$ cat src/rtl/pipe_control.sv
// pipe_control: RV32I decode plus E/M/W control pipeline with
// forwarding, load-use / RAW stalls and branch/jump redirect.
module pipe_control #(
  parameter int unsigned FWD_EN      = 1,
  parameter int unsigned ILL_FLAG_EN = 1
) (
  input  logic        clk,
  input  logic        rst_n,
  input  logic [31:0] instr_d,
  input  logic        valid_d,
  input  logic        BrEq,
  input  logic        BrLt,
  output logic [2:0]  ImmSel_d,
  output logic        stall_fd,
  output logic        flush_d,
  output logic        ASel_e,
  output logic        BSel_e,
  output logic        BrU_e,
  output logic        PCSel_e,
  output logic [3:0]  ALUSel_e,
  output logic [1:0]  fwd_a_e,
  output logic [1:0]  fwd_b_e,
  output logic        MemRW_m,
  output logic        RegWEn_w,
  output logic [1:0]  WBSel_w,
  output logic [4:0]  rd_w,
  output logic        illegal_w
);

  localparam logic [6:0] OP_R      = 7'b0110011;
  localparam logic [6:0] OP_IMM    = 7'b0010011;
  localparam logic [6:0] OP_LOAD   = 7'b0000011;
  localparam logic [6:0] OP_STORE  = 7'b0100011;
  localparam logic [6:0] OP_BRANCH = 7'b1100011;
  localparam logic [6:0] OP_JAL    = 7'b1101111;
  localparam logic [6:0] OP_JALR   = 7'b1100111;
  localparam logic [6:0] OP_LUI    = 7'b0110111;
  localparam logic [6:0] OP_AUIPC  = 7'b0010111;

  typedef struct packed {
    logic       valid;
    logic       illegal;
    logic       rs1_used;
    logic       rs2_used;
    logic [4:0] rs1;
    logic [4:0] rs2;
    logic [4:0] rd;
    logic [2:0] funct3;
    logic       load;
    logic       store;
    logic       branch;
    logic       jump;
    logic       wen;
    logic [1:0] wbsel;
    logic       asel;
    logic       bsel;
    logic [3:0] alusel;
    logic [2:0] immsel;
  } ctrl_t;

  ctrl_t      w_dec;
  ctrl_t      r_e;
  ctrl_t      r_m;
  ctrl_t      r_w;
  logic [6:0] w_op;
  logic [2:0] w_f3;
  logic       w_wr;
  logic       w_taken;
  logic       w_hazard;
  logic       w_unused;

  assign w_op = instr_d[6:0];
  assign w_f3 = instr_d[14:12];

  always_comb begin
    w_dec        = '0;
    w_wr         = 1'b0;
    w_dec.valid  = valid_d;
    w_dec.rs1    = instr_d[19:15];
    w_dec.rs2    = instr_d[24:20];
    w_dec.rd     = instr_d[11:7];
    w_dec.funct3 = w_f3;
    unique case (1'b1)
      (w_op == OP_R): begin
        w_dec.rs1_used = 1'b1;
        w_dec.rs2_used = 1'b1;
        w_dec.alusel   = {instr_d[30], w_f3};
        w_wr           = 1'b1;
      end
      (w_op == OP_IMM): begin
        w_dec.rs1_used = 1'b1;
        w_dec.bsel     = 1'b1;
        w_dec.alusel   = {(w_f3 == 3'b101) & instr_d[30], w_f3};
        w_wr           = 1'b1;
      end
      (w_op == OP_LOAD): begin
        w_dec.rs1_used = 1'b1;
        w_dec.load     = 1'b1;
        w_dec.bsel     = 1'b1;
        w_dec.wbsel    = 2'b01;
        w_wr           = 1'b1;
      end
      (w_op == OP_STORE): begin
        w_dec.rs1_used = 1'b1;
        w_dec.rs2_used = 1'b1;
        w_dec.store    = 1'b1;
        w_dec.bsel     = 1'b1;
        w_dec.immsel   = 3'd4;
      end
      (w_op == OP_BRANCH): begin
        w_dec.rs1_used = 1'b1;
        w_dec.rs2_used = 1'b1;
        w_dec.branch   = 1'b1;
        w_dec.asel     = 1'b1;
        w_dec.bsel     = 1'b1;
        w_dec.immsel   = 3'd1;
      end
      (w_op == OP_JAL): begin
        w_dec.jump   = 1'b1;
        w_dec.asel   = 1'b1;
        w_dec.bsel   = 1'b1;
        w_dec.wbsel  = 2'b10;
        w_dec.immsel = 3'd3;
        w_wr         = 1'b1;
      end
      (w_op == OP_JALR): begin
        w_dec.rs1_used = 1'b1;
        w_dec.jump     = 1'b1;
        w_dec.bsel     = 1'b1;
        w_dec.wbsel    = 2'b10;
        w_wr           = 1'b1;
      end
      (w_op == OP_LUI): begin
        w_dec.bsel   = 1'b1;
        w_dec.immsel = 3'd2;
        w_wr         = 1'b1;
      end
      (w_op == OP_AUIPC): begin
        w_dec.asel   = 1'b1;
        w_dec.bsel   = 1'b1;
        w_dec.immsel = 3'd2;
        w_wr         = 1'b1;
      end
      default: w_dec.illegal = 1'b1;
    endcase
    // x0 writes are dropped here so later stages never see them
    w_dec.wen = w_wr & (w_dec.rd != 5'd0);
  end

  function automatic logic reads(input ctrl_t d,
                                 input logic [4:0] rd);
    return (rd != 5'd0) &&
           ((d.rs1_used && d.rs1 == rd) ||
            (d.rs2_used && d.rs2 == rd));
  endfunction

  function automatic logic [1:0] fwd_src(input logic [4:0] rs,
                                         input ctrl_t m,
                                         input ctrl_t w);
    if (m.valid && m.wen && m.rd != 5'd0 && m.rd == rs)
      return 2'b01;
    if (w.valid && w.wen && w.rd != 5'd0 && w.rd == rs)
      return 2'b10;
    return 2'b00;
  endfunction

  always_comb begin
    w_hazard = 1'b0;
    if (FWD_EN != 0) begin
      w_hazard = valid_d && r_e.valid && r_e.load &&
                 reads(w_dec, r_e.rd);
    end else begin
      w_hazard = valid_d &&
                 ((r_e.valid && r_e.wen && reads(w_dec, r_e.rd)) ||
                  (r_m.valid && r_m.wen && reads(w_dec, r_m.rd)));
    end
  end

  always_comb begin
    w_taken = 1'b0;
    case (r_e.funct3)
      3'b000:         w_taken = BrEq;
      3'b001:         w_taken = ~BrEq;
      3'b100, 3'b110: w_taken = BrLt;
      3'b101, 3'b111: w_taken = ~BrLt;
      default:        w_taken = 1'b0;
    endcase
  end

  always_comb begin
    fwd_a_e = 2'b00;
    fwd_b_e = 2'b00;
    if (FWD_EN != 0) begin
      fwd_a_e = fwd_src(r_e.rs1, r_m, r_w);
      fwd_b_e = fwd_src(r_e.rs2, r_m, r_w);
    end
  end

  assign PCSel_e  = r_e.valid &
                    (r_e.jump | (r_e.branch & w_taken));
  assign flush_d  = PCSel_e;
  assign stall_fd = w_hazard & ~PCSel_e;

  always_ff @(posedge clk or negedge rst_n) begin
    if (!rst_n) begin
      r_e <= '0;
      r_m <= '0;
      r_w <= '0;
    end else begin
      r_e <= (valid_d && !PCSel_e && !w_hazard) ? w_dec : '0;
      r_m <= r_e;
      r_w <= r_m;
    end
  end

  assign ImmSel_d  = w_dec.immsel;
  assign ASel_e    = r_e.asel;
  assign BSel_e    = r_e.bsel;
  assign ALUSel_e  = r_e.alusel;
  assign BrU_e     = r_e.funct3[2] & r_e.funct3[1];
  assign MemRW_m   = r_m.valid & r_m.store;
  assign RegWEn_w  = r_w.valid & r_w.wen;
  assign WBSel_w   = r_w.wbsel;
  assign rd_w      = r_w.rd;
  assign illegal_w = (ILL_FLAG_EN != 0) & r_w.valid & r_w.illegal;

  assign w_unused = ^{instr_d[31], instr_d[29:25], r_e, r_m, r_w};

endmodule

$ cat config.mk
export PLATFORM = sky130hd
export DESIGN_NAME = pipe_control
export DESIGN_NICKNAME = d
export VERILOG_FILES = /design/src/rtl/pipe_control.sv
export SDC_FILE = /design/constraint.sdc
export NUM_CORES = 1
export LEC_CHECK = 0
export ABC_AREA = 1
export BUFFER_PORTS_ARGS = -buffer_cell sky130_fd_sc_hd__buf_2
export CORE_ASPECT_RATIO = 1.25
export CORE_MARGIN = 2
export CORE_UTILIZATION = 57
export CTS_CLUSTER_SIZE = 24
export DETAILED_ROUTE_END_ITERATION = 10
export PLACE_DENSITY = 0.84
export SETUP_SLACK_MARGIN = 0.1
export SLEW_MARGIN = 20
export SYNTH_ARGS = -nofsm -noshare
export SYNTH_HDL_FRONTEND = slang
export SYNTH_SLANG_ARGS = --single-unit
export TNS_END_PERCENT = 100
$ cat constraint.sdc
create_clock -name clk -period 2.28 [get_ports clk]
set_clock_uncertainty 0.1 [all_clocks]
set_input_delay 0.228 -clock clk [delete_from_list [all_inputs] [get_ports clk]]
set_output_delay 0.228 -clock clk [all_outputs]
set_load 0.02 [all_outputs]
# Word level (Yosys, flattened, before mapping)
# Index checks and enable logic that the tools add are counted.
# word_totals
reg_bits	54
input_bits	37
output_inout_bits	27
word_cells	123
# op_classes
eq_ne	21
n_mux	29
n_bitwise	13
n_reduce_logical	34
# op_table
cell	count
two-way mux 38 bit	1
equality test 5 bit	6
equality test 7 x 6 -> 1 bit (second input constant)	3
equality test 7 bit (second input constant)	3
nonzero test 5 bit	4
logical AND 1 bit	16
two-way mux 1 bit	16
two-way mux 2 bit	8
equality test 3 bit (second input constant)	5
equality test 7 x 5 -> 1 bit (second input constant)	2
one-hot mux 3 bit (4 select lines)	1
AND 1 bit	9
OR reduction 9 bit	1
one-hot mux 4 bit (2 select lines)	1
OR reduction 2 bit	4
OR reduction 8 bit	1
equality test 7 x 2 -> 1 bit (second input constant)	1
OR reduction 7 bit	1
OR reduction 3 bit	2
OR reduction 6 bit	1
one-hot mux 1 bit (4 select lines)	1
one-hot mux 2 bit (2 select lines)	1
equality test 3 x 1 -> 1 bit (second input constant)	1
zero test 3 bit	1
4 further kinds	7

# Longest topological paths before layout
# logic_depth
depth_word	10
mapped_depth	12
ltp_nobuf	11

# Worst setup path after synthesis
# Ideal clock, no wire load.
# synth_timing
path_type	reg2out
startpoint	reg r_m[19] in the netlist's numbering
endpoint	out fwd_a_e[1]
arrival_ns	1.671
setup_slack_ns	0.281
path_stages_with_launch	5
path_buffers	0
path_cell_list	dfrtp_1 -> xnor2_1 -> nand3_1 -> nor4_1 -> nor3_1
# synth_between
elab_chain_cells	5
elab_cells_between_ends	6
cone_classes	eq/ne (1); mux (2); reduce/logical (3)
# synth_lines
element	line	text
start, declared	63	ctrl_t r_m;
start signal, assigned	211	r_m <= r_e;
nonzero test 5 bit	160	if (m.valid && m.wen && m.rd != 5'd0 && m.rd == rs)
logical AND 1 bit	160	
logical AND 1 bit (*)	160	
two-way mux 1 bit (*)	160	
two-way mux 2 bit (*)	162	if (w.valid && w.wen && w.rd != 5'd0 && w.rd == rs)
end, declared	21	output logic [1:0] fwd_a_e,
# Every way passes the cells marked *; elsewhere a longest branch is shown, timed or not.

# Worst setup path in the final report
# layout_timing
startpoint	reg r_w (netlist bit rd_w[1])
endpoint	out fwd_a_e[1]
# layout_between
elab_chain_cells	7
elab_cells_between_ends	9
cone_classes	eq/ne (1); mux (5); reduce/logical (3)
# layout_lines
element	line	text
start, declared	64	ctrl_t r_w;
start signal, assigned	212	r_w <= r_m;
nonzero test 5 bit	162	
logical AND 1 bit	162	
logical AND 1 bit (*)	162	
two-way mux 1 bit (2 in a row)	162	
two-way mux 2 bit (*)	164	return 2'b00;
two-way mux 2 bit (*)	162	
# Every way passes the cells marked *; elsewhere a longest branch is shown, timed or not. The select of a mux whose other input is x is not followed.

==> results.md <==
- Placer Congestion: approximately 0.84
- Area leader, netlist: dfrtp_1
- Setup crit start kind: register
- Total power: 1.73 mW
- Cts bufs inserted: 5
- H-Tree Depth: 2
- Crit-path cells: or2_2 > o41ai_1 > nor3_1 > buf_2
- Drt initial violations: 44
- Async SR Flop Fraction: 1.00
- TritonCTS clock tree: yes
- Total gr overflow: 0
- Syn Nets: 303
- Fin. max-slew vios: 0
- Status: finished clean
- Clock Latency Late Sink: 0.30 ns
- Initial Util: 0.593
- Slowest CP cell: dfrtp_1
- Reg2reg setup slack: around 0.48 ns
- Io pins: 64
- Ys flop type: dfrtp_1
- Standard-cell row count: 27
- FILL cells: 356
- Minimum clock period: just over 2 ns
- Top area cells in the synthesized netlist: dfrtp_1 51%, nor2_4 8.6%, inv_1 5.8%
- Sequential share of the synthesized area: 0.509
- Largest net degree at the start of global routing: 35
- Pwr dens: approximately 580 nW/um2
- Critical path peak fanout: 4
- Mapped Area: 2610 um2
- R2R depth: 9
- Most instantiated library cell after synthesis: dfrtp_1
- Maximum vdd drop: 0.355 mV
- Critical R2R Capture: r_e[24]
- Avg Cell Area, Syn: roughly 10 um2
- Final instance area: 2980 um2
- Vias in the first global route: about 1.8k
- Ys Warns: 0
- Area Growth Syn to Fin: 14.3%
- Nets@finish: 360
- Setup violators final: 0
- First-pass GRT wire length: between 6 and 7 mm
- Post-synthesis cell count: about 270
- Yosys reg bits: 53
- Post-route ant nets: 0
- Top cell type's share of synthesized area: 0.509
- TritonRoute pass-1 iters: 4
- Die Width: roughly 64 um
- Share of post-route cells with drive strength above 1: 0.352
- Sink Count: 53
- Placed cells: ~370
- Tightest Pin Transition: around 0.69 ns
- Crit path capture type: output port
- Max_cap viols: 0
- Clock buffer depth: 2
- Worst reg2reg path startpoint: r_e[21]
- Die Footprint: around 5000 um2
- Total Wirelength: about 4.1 mm
- TNS Setup: 0 ns
- Final period utilization: 0.891
- Vias per cell: 4.64
- Hold worst-path end: ALUSel_e[3]
- CP top delay family: flip-flops
- Wire per inst: approximately 11 um
- Fin cells: around 380
- Worst EP required: a little under 2 ns
- Arr. time, crit path: around 1.7 ns
- Post-synth top cells: 53 x dfrtp_1, 40 x inv_1, 29 x nand2_1
- Clock root buffer: clkbuf_8
- Dpl cell area: approximately 2900 um2
- CP Buf/Inv Count: 1
- Origin of the worst min-delay path: instr_d[30]
- DIE HEIGHT: 79.6 um
- Total GRT Usage: 0.175
- Input/output buffers: 57
- Number of synthesized flops with an enable pin: 0
- Worst path max stage delay: around 0.42 ns
- Final Hold Viols: 0
- Core Footprint: about 4400 um2
- Dpl hpwl: between 3 and 4 mm
- Initial antenna violation count: 0
- Number of diodes: 0
- RSZ-0062 raised after global routing: false
- Worst slew margin relative to its limit: 0.543
- CTS clock-pin slew for the worst setup and hold paths: around 0.090 ns
- Leak Pwr: about 1.6 nW
- Worst Hold Depth: 3
- Worst Setup Path Type: register to output port
- Worst min path class: input pin to register
- Post-route DRC violation count: 0
- Via count: around 1.8k
- Distinct cells, synth: 28
- Highest clock rate: 492 MHz
==> worst max-delay path by stage <==
stage / slack (ns) / cells past startpoint / start / to
global route: 0.11 / 11 / r_e[20] / stall_fd
detailed placement: 0.46 / 12 / r_e[23] / r_e[29]
global placement: 0.52 / 12 / r_e[23] / r_e[25]
floorplan: 0.28 / 4 / r_m[19] / fwd_a_e[1]
CTS: 0.25 / 11 / r_e[23] / stall_fd
finish: 0.25 / 4 / rd_w[1] / fwd_a_e[1]
==> cell families after synthesis <==
group | Yosys count | share of synthesized area
AO/OA/AOI/OAI | 12 | 0.0312
XOR/XNOR | 22 | 0.0739
buffers and inverters | 59 | 0.115
flip-flops | 53 | 0.509
AND/OR/NAND/NOR | 120 | 0.271
==> flip-flops by register name, summed over array words and instances (netlist names) <==
signal / cells
r_w: 3
WBSel_w: 2
rd_w: 5
ALUSel_e: 4
ASel_e: 1
r_m: 11
r_e: 26
BSel_e: 1
==> layer usage <==
| layer | part of all wire | track usage | routed length (um) | vias to the layer above |
|---|---|---|---|---|
| li1 | - | - | - | 917 |
| met1 | 0.41 | 0.194 | 1690 | 805 |
| met2 | 0.53 | 0.332 | 2210 | 44 |
| met3 | 0.042 | 0.0282 | 176 | 8 |
| met4 | 0.017 | 0.0638 | 72 | 0 |
| met5 | 0 | 0 | 0 | - |
==> cells in the final DEF, fill, tap and decap left out <==
cell            n
buf_4           6
xnor2_1        11
dlygate4sd3_1   1
xor2_1         11
clkbuf_8        5
buf_2          57
o21ai_0         3
o21ai_1         1
o22ai_1         1
nand2_2         4
o41ai_1         1
nor2_2          6
dfrtp_2         1
nand2_4         3
a21boi_0        1
nor4_1          2
inv_1          40
a21oi_1         2
a21oi_2         1
dfrtp_1        52
a31o_2          1
nor2_1         24
clkinvlp_4      2
a21boi_2        1
nand3_1        17
or2_2           1
nand2_1        29
inv_2           5
clkbuf_1        1
nor3_1          7
nand3_2         1
nand4_1         6
nor2_4         20
==> power by group <==
group | switching (mW) | internal, mW | leakage [nW]
Clock | 0.281 | 0.216 | 0.0374
Combinational | 0.133 | 0.0938 | 0.891
Sequential | 0.0321 | 0.974 | 0.695
Total | 0.446 | 1.28 | 1.62
==> metrics by stage <==
step,hold slack (ns),setup slack [ns],util
CTS,0.0560,0.247,0.676
global placement,0.210,0.518,0.654
finish,0.0605,0.248,0.678
floorplan,-0.168,0.281,-
global route,0.0599,0.111,0.678
detailed placement,0.204,0.462,0.654
==> worst reg2reg max path: stages, from the launching register on <==
cell and delay, ns:
dfrtp_1 0.44, inv_1 0.11, nor2_1 0.06, nor3_1 0.23, nand3_1 0.12, nand2_2 0.10, nand2_4 0.07, nand2_4 0.16
buf_4 0.27, nor2_4 0.04
==> cell type report <==
class,instances,area [um2],share of cell area
Clock buffer,6,72.6,0.0244
Inverter,45,169,0.0567
Multi-Input combinational cell,154,981,0.329
Clock inverter,2,15.0,0.00504
Sequential cell,53,1330,0.446
Tap cell,58,72.6,0.0244
Timing Repair Buffer,64,340,0.114
==> what timing repair did <==
| action | CTS | global route |
|---|---|---|
| setup endpoints to repair | 0 | 1 |
| endpoints found under the hold margin | 32 | 0 |
| hold buffers | 1 | 0 |
| setup buffers | 0 | 1 |
| resized for setup | 0 | 1 |
(Power assumes the default switching activity.)
